### config.mk
export PLATFORM = sky130hd
export DESIGN_NAME = onehot_decoder_seq
export DESIGN_NICKNAME = d
export VERILOG_FILES = /design/src/rtl/dec_pkg.sv /design/src/rtl/dec_onehot.sv /design/src/rtl/onehot_decoder_seq.sv
export SDC_FILE = /design/constraint.sdc
export NUM_CORES = 1
export LEC_CHECK = 0
export CAP_MARGIN = 15
export CORE_MARGIN = 10
export CORE_UTILIZATION = 40
export DETAILED_ROUTE_END_ITERATION = 10
export GPL_TIMING_DRIVEN = 0
export PLACE_DENSITY = 0.88
export RECOVER_POWER = 25
export SETUP_SLACK_MARGIN = 0.3
export SLEW_MARGIN = 20
export SYNTH_ARGS = -nofsm -noshare
export SYNTH_HDL_FRONTEND = slang
export SYNTH_SLANG_ARGS = --single-unit
### constraint.sdc
create_clock -name clk -period 1.7 [get_ports clk]
set_input_delay 0.17 -clock clk [delete_from_list [all_inputs] [get_ports clk]]
set_output_delay 0.17 -clock clk [all_outputs]
set_load 0.01 [all_outputs]
### src/rtl/dec_pkg.sv
// Shared types and constants for the onehot_decoder_seq block.
// States, mode encodings and the legal address-width range.
package dec_pkg;

  typedef enum logic [1:0] {
    IDLE = 2'd0,
    HOLD = 2'd1,
    SCAN = 2'd2
  } state_t;

  localparam logic MODE_DIRECT = 1'b0;
  localparam logic MODE_SCAN   = 1'b1;

  localparam int AW_MIN = 1;
  localparam int AW_MAX = 6;

endpackage

### src/rtl/dec_onehot.sv
// Combinational AW-to-2^AW one-hot decoder.
// Output is all zeros when en is low.
module dec_onehot #(
  parameter int AW = 4
) (
  input  logic [AW-1:0]      addr,
  input  logic               en,
  output logic [2**AW-1:0]   y
);

  always_comb begin
    y = '0;
    if (en) y[addr] = 1'b1;
  end

endmodule

### src/rtl/onehot_decoder_seq.sv
// Registered one-hot decoder with handshake direct mode and dwell scan.
// Scan mode is built only with ONEHOT_DECODER_SEQ_SCAN_EN defined.
module onehot_decoder_seq
  import dec_pkg::*;
#(
  parameter  int AW      = 4,
  parameter  int DWELL_W = 8,
  localparam int OUTS    = 2**AW
) (
  input  logic               clk,
  input  logic               rst_n,
  input  logic               en,
  input  logic               mode,
  input  logic               in_valid,
  output logic               in_ready,
  input  logic [AW-1:0]      in_addr,
  input  logic [DWELL_W-1:0] dwell,
  output logic [OUTS-1:0]    y,
  output logic               y_valid,
  output logic [AW-1:0]      cur_addr,
  output logic               wrap
);

  if (AW < AW_MIN || AW > AW_MAX) begin : g_bad_aw
    $error("onehot_decoder_seq: AW out of range");
  end

  state_t          state, state_d;
  logic [AW-1:0]   addr_d;
  logic            act_d;
  logic            wrap_d;
  logic [OUTS-1:0] y_d;
  logic            scan_m;
  logic            hs;

`ifdef ONEHOT_DECODER_SEQ_SCAN_EN
  logic [DWELL_W-1:0] cnt_q, cnt_d;
  assign scan_m = (mode == MODE_SCAN);
`else
  logic unused_scan;
  assign unused_scan = ^{mode, dwell};
  assign scan_m = 1'b0;
`endif

  assign in_ready = en & ~scan_m;
  assign hs       = in_valid & in_ready;

  always_comb begin
    state_d = state;
    addr_d  = cur_addr;
    act_d   = y_valid;
    wrap_d  = 1'b0;
`ifdef ONEHOT_DECODER_SEQ_SCAN_EN
    cnt_d   = cnt_q;
`endif
    if (!en) begin
      state_d = IDLE;
      addr_d  = '0;
      act_d   = 1'b0;
`ifdef ONEHOT_DECODER_SEQ_SCAN_EN
      cnt_d   = '0;
`endif
    end else begin
      unique case (state)
        IDLE: begin
          addr_d = '0;
          act_d  = 1'b0;
          if (scan_m) begin
            state_d = SCAN;
            act_d   = 1'b1;
`ifdef ONEHOT_DECODER_SEQ_SCAN_EN
            cnt_d   = '0;
`endif
          end else if (hs) begin
            state_d = HOLD;
            addr_d  = in_addr;
            act_d   = 1'b1;
          end
        end
        HOLD: begin
          if (scan_m) begin
            // Mode change: one idle cycle, handshake not taken.
            state_d = IDLE;
            addr_d  = '0;
            act_d   = 1'b0;
          end else if (hs) begin
            addr_d  = in_addr;
          end
        end
`ifdef ONEHOT_DECODER_SEQ_SCAN_EN
        SCAN: begin
          if (!scan_m) begin
            state_d = IDLE;
            addr_d  = '0;
            act_d   = 1'b0;
            cnt_d   = '0;
          end else if (cnt_q >= dwell) begin
            addr_d  = cur_addr + 1'b1;
            cnt_d   = '0;
            wrap_d  = &cur_addr;
          end else begin
            cnt_d   = cnt_q + 1'b1;
          end
        end
`endif
        default: begin
          state_d = IDLE;
          addr_d  = '0;
          act_d   = 1'b0;
        end
      endcase
    end
  end

  dec_onehot #(.AW(AW)) u_dec (
    .addr (addr_d),
    .en   (act_d),
    .y    (y_d)
  );

  always_ff @(posedge clk or negedge rst_n) begin
    if (!rst_n) begin
      state    <= IDLE;
      y        <= '0;
      y_valid  <= 1'b0;
      cur_addr <= '0;
      wrap     <= 1'b0;
    end else begin
      state    <= state_d;
      y        <= y_d;
      y_valid  <= act_d;
      cur_addr <= addr_d;
      wrap     <= wrap_d;
    end
  end

`ifdef ONEHOT_DECODER_SEQ_SCAN_EN
  always_ff @(posedge clk or negedge rst_n) begin
    if (!rst_n) cnt_q <= '0;
    else        cnt_q <= cnt_d;
  end
`endif

endmodule

==> key figures <==
Synthesis
  – Synth unique cells: 21
  – Ys Warns: 0
  – #FFs+latches synth: 22
  – Netlist Area Pre-Place: 875 µm²
  – Mux share of post-synthesis cell area: 0%
  – Mapped Cells: 66
  – Post-synthesis sequential area ratio: 62.9%
  – Post-Syn Area per Cell: 13.3 µm²
  – Share of the synthesized area in the top cell type: 62.9%
  – Largest family of logic cells by synthesized area: simple AND/OR/NAND/NOR gates
  – Synth Area in Adders: 0%
  – Synth Net Count: 83
  – Post-synthesis simple-gate area fraction: 19.7%
  – Compound-Gate Fraction of Synth Area: 11.0%
  – Post-synthesis xor/xnor area fraction: 0%
  – Top cells by area, synth: dfrtp_1 63%, nor4_1 11%, a32oi_4 6.3%
  – Synth area leader: dfrtp_1

Run status
  – Status: completed

Finish
  – Ratio of cells with drive above 1 in the final layout: between 20% and 30%
  – Commonest cells after routing, fill and taps aside: 22 x dfrtp_1, 19 x clkdlybuf4s50_1, 9 x nor4_1
  – Area Overhead vs Synth: 49.5%
  – Area of the multi-input gates: 342 µm²
  – Fill cell count: 157
  – Ant diodes: 0
  – Non-Filler Instances: about 130
  – Register Area: 551 µm²
  – # nets final: 121
  – Leading cell type in the layout, fill and taps excluded: dfrtp_1

STA
  – Slew HR: 36.1%
  – Setup tns final: 0 ns
  – Worst Tran Pin Value: approximately 0.95 ns
  – Final worst path period need: 1.48 ns
  – Final clock skew: 0.00390 ns
  – Final WS setup: 0.223 ns
  – Final worst path period share: around 87%
  – RSZ-0062 raised after global routing: yes
  – Max Slew Vio Count: 0
  – Final setup viols: 0
  – Final hold violation count: 0
  – Maximum clock frequency: 677 MHz

Route
  – Drt drc: 0
  – Routed Antenna Nets: 0
  – Final wirelength: 2210 µm
  – Router iterations before antenna repair: 4
  – Vias/cell: 5.24
  – DRT iter0 DRCs: 28
  – WL per Instance: 17.2 µm
  – Vias: slightly below 700

Setup path
  – Slowest-stage cell, CP: clkdlybuf4s50_1
  – Worst Path Required: 1.90 ns
  – Nature of the critical path endpoint: register
  – Crit path capture: y[9]
  – Crit-path max cell delay: 0.44 ns
  – Critical-path cell list: clkdlybuf4s50_1 > buf_6 > and2_4 > a32oi_1 > inv_4 > nor4_1
  – R2R cell count: 4
  – Largest fanout on the critical path: 10
  – R2R Path End: y[9]
  – Critical path arrival: 1.67 ns
  – Reg-to-Reg Start: state[0]
  – CP startpoint: in_valid
  – Crit Path Class: input port to register
  – Setup crit start kind: input port
  – Worst R2R Setup Slack: approximately 0.28 ns

Clock tree
  – CTS H-Tree Depth: 1
  – Cts hold-fix bufs: 0
  – Clock transition at path regs: roughly 0.11 ns
  – TritonCTS clock tree: built
  – CTS root buf: clkbuf_4
  – CTS Sinks: 22
  – TritonCTS Buffers: 3
  – Clock Path Buffers: 2
  – Worst-Skew Late Latency: around 0.3 ns

Pwr
  – Peak VDD IR: 0.000439 V
  – LEAKAGE: 0.556 nW
  – Total power: 0.912 mW
  – Pwr/cell area: 698 mW/mm²

GRT
  – GR Util All Layers: 9.74%
  – Largest net degree at the start of global routing: 23
  – Vias in the first global route: 669
  – Initial antenna violation count: 0
  – Total gr overflow: 0
  – First-pass GRT wire length: between 3000 and 4000 µm

Place
  – Count of port buffers added during placement: 29
  – Placement Setup Slack: -0.205 ns
  – GP Congestion: 0.824
  – Placed Cells: 122
  – Placed wire-length estimate: 1570 µm

Floorplan
  – Core area: 0.00202 mm²
  – DIE WIDTH: 66.8 µm
  – Die area: 0.00446 mm²
  – Starting Density: 43.3%
  – Die height: 66.8 µm
  – IO Count: 40
  – FP Rows: 16

Job
  – Max_cap viols: 0

Worst hold path
  – Tightest Hold Check Type: input port to register
[logic make-up after synthesis]
group	after synthesis
buf+inv	8
simple gates	27
compound gates	8
other cells	1
flops	22
[worst min-delay path by stage]
| stage | from | end | depth (start not counted) |
|---|---|---|---|
| floorplan | rst_n | cur_addr[0] | 0 |
| global placement | y_valid | y_valid | 2 |
| detailed placement | y_valid | y_valid | 2 |
| CTS | en | state[0] | 2 |
| global route | en | state[0] | 2 |
| finish | en | state[0] | 2 |
[stage by stage]
step                hold slack [ns]  utilization (%)  instance area (µm²)
floorplan                    -0.126                -                  875
global placement              0.643             59.3                 1200
detailed placement            0.672             59.3                 1200
CTS                           0.314             62.5                 1260
global route                  0.325             64.7                 1310
finish                        0.334             64.7                 1310
[power breakdown]
part	internal, mW	total (mW)	switching [mW]
clock network	0.0825	0.225	0.143
logic	0.0621	0.147	0.0846
registers	0.534	0.540	0.00631
[sequential cells by signal, indices dropped and copies added (netlist names)]
register  flops
cur_addr      4
y_valid       1
y            16
state         1
[critical path, delay by kind of cell]
family | cells | cell delay (ns)
AND/OR/NAND/NOR | 2 | 0.47
AO/OA/AOI/OAI | 1 | 0.32
buffers and inverters | 3 | 0.71
[layout make-up]
type | count | area share [%]
Timing Repair Buffer | 33 | 23.5
Multi-Input combinational cell | 36 | 26.1
Buffer | 4 | 2.39
Inverter | 4 | 1.53
Clock buffer | 3 | 1.72
Tap cell | 27 | 2.58
Sequential cell | 22 | 42.1
[repair_timing]
action                                  4_1_cts  5_1_grt
endpoints found under the hold margin         0        0
endpoints found under the setup margin       23       20
gates resized for setup                       9       13
setup buffers                                 3        1
gates cloned                                  0        0
pin swaps                                     2        1
[cell usage after synthesis, drive strengths merged]
| cell type | n |
|---|---|
| and2 | 3 |
| dfrtp | 22 |
| nand2 | 4 |
| nand2b | 1 |
| a31oi | 2 |
| a32oi | 3 |
| inv | 4 |
| o21ai | 1 |
| o211ai | 1 |
| nor4bb | 1 |
| conb | 1 |
| and2b | 1 |
| and4b | 1 |
| o21a | 1 |
| nor4 | 16 |
| buf | 4 |
[metal layers]
metal	vias up	part of all wire, %	GRT usage (%)
li1	318	-	-
met1	329	40	10.5
met2	27	50	15.6
met3	2	9.7	4.35
met4	0	0.77	5.24
met5	-	0	0
(Power assumes the default switching activity.)
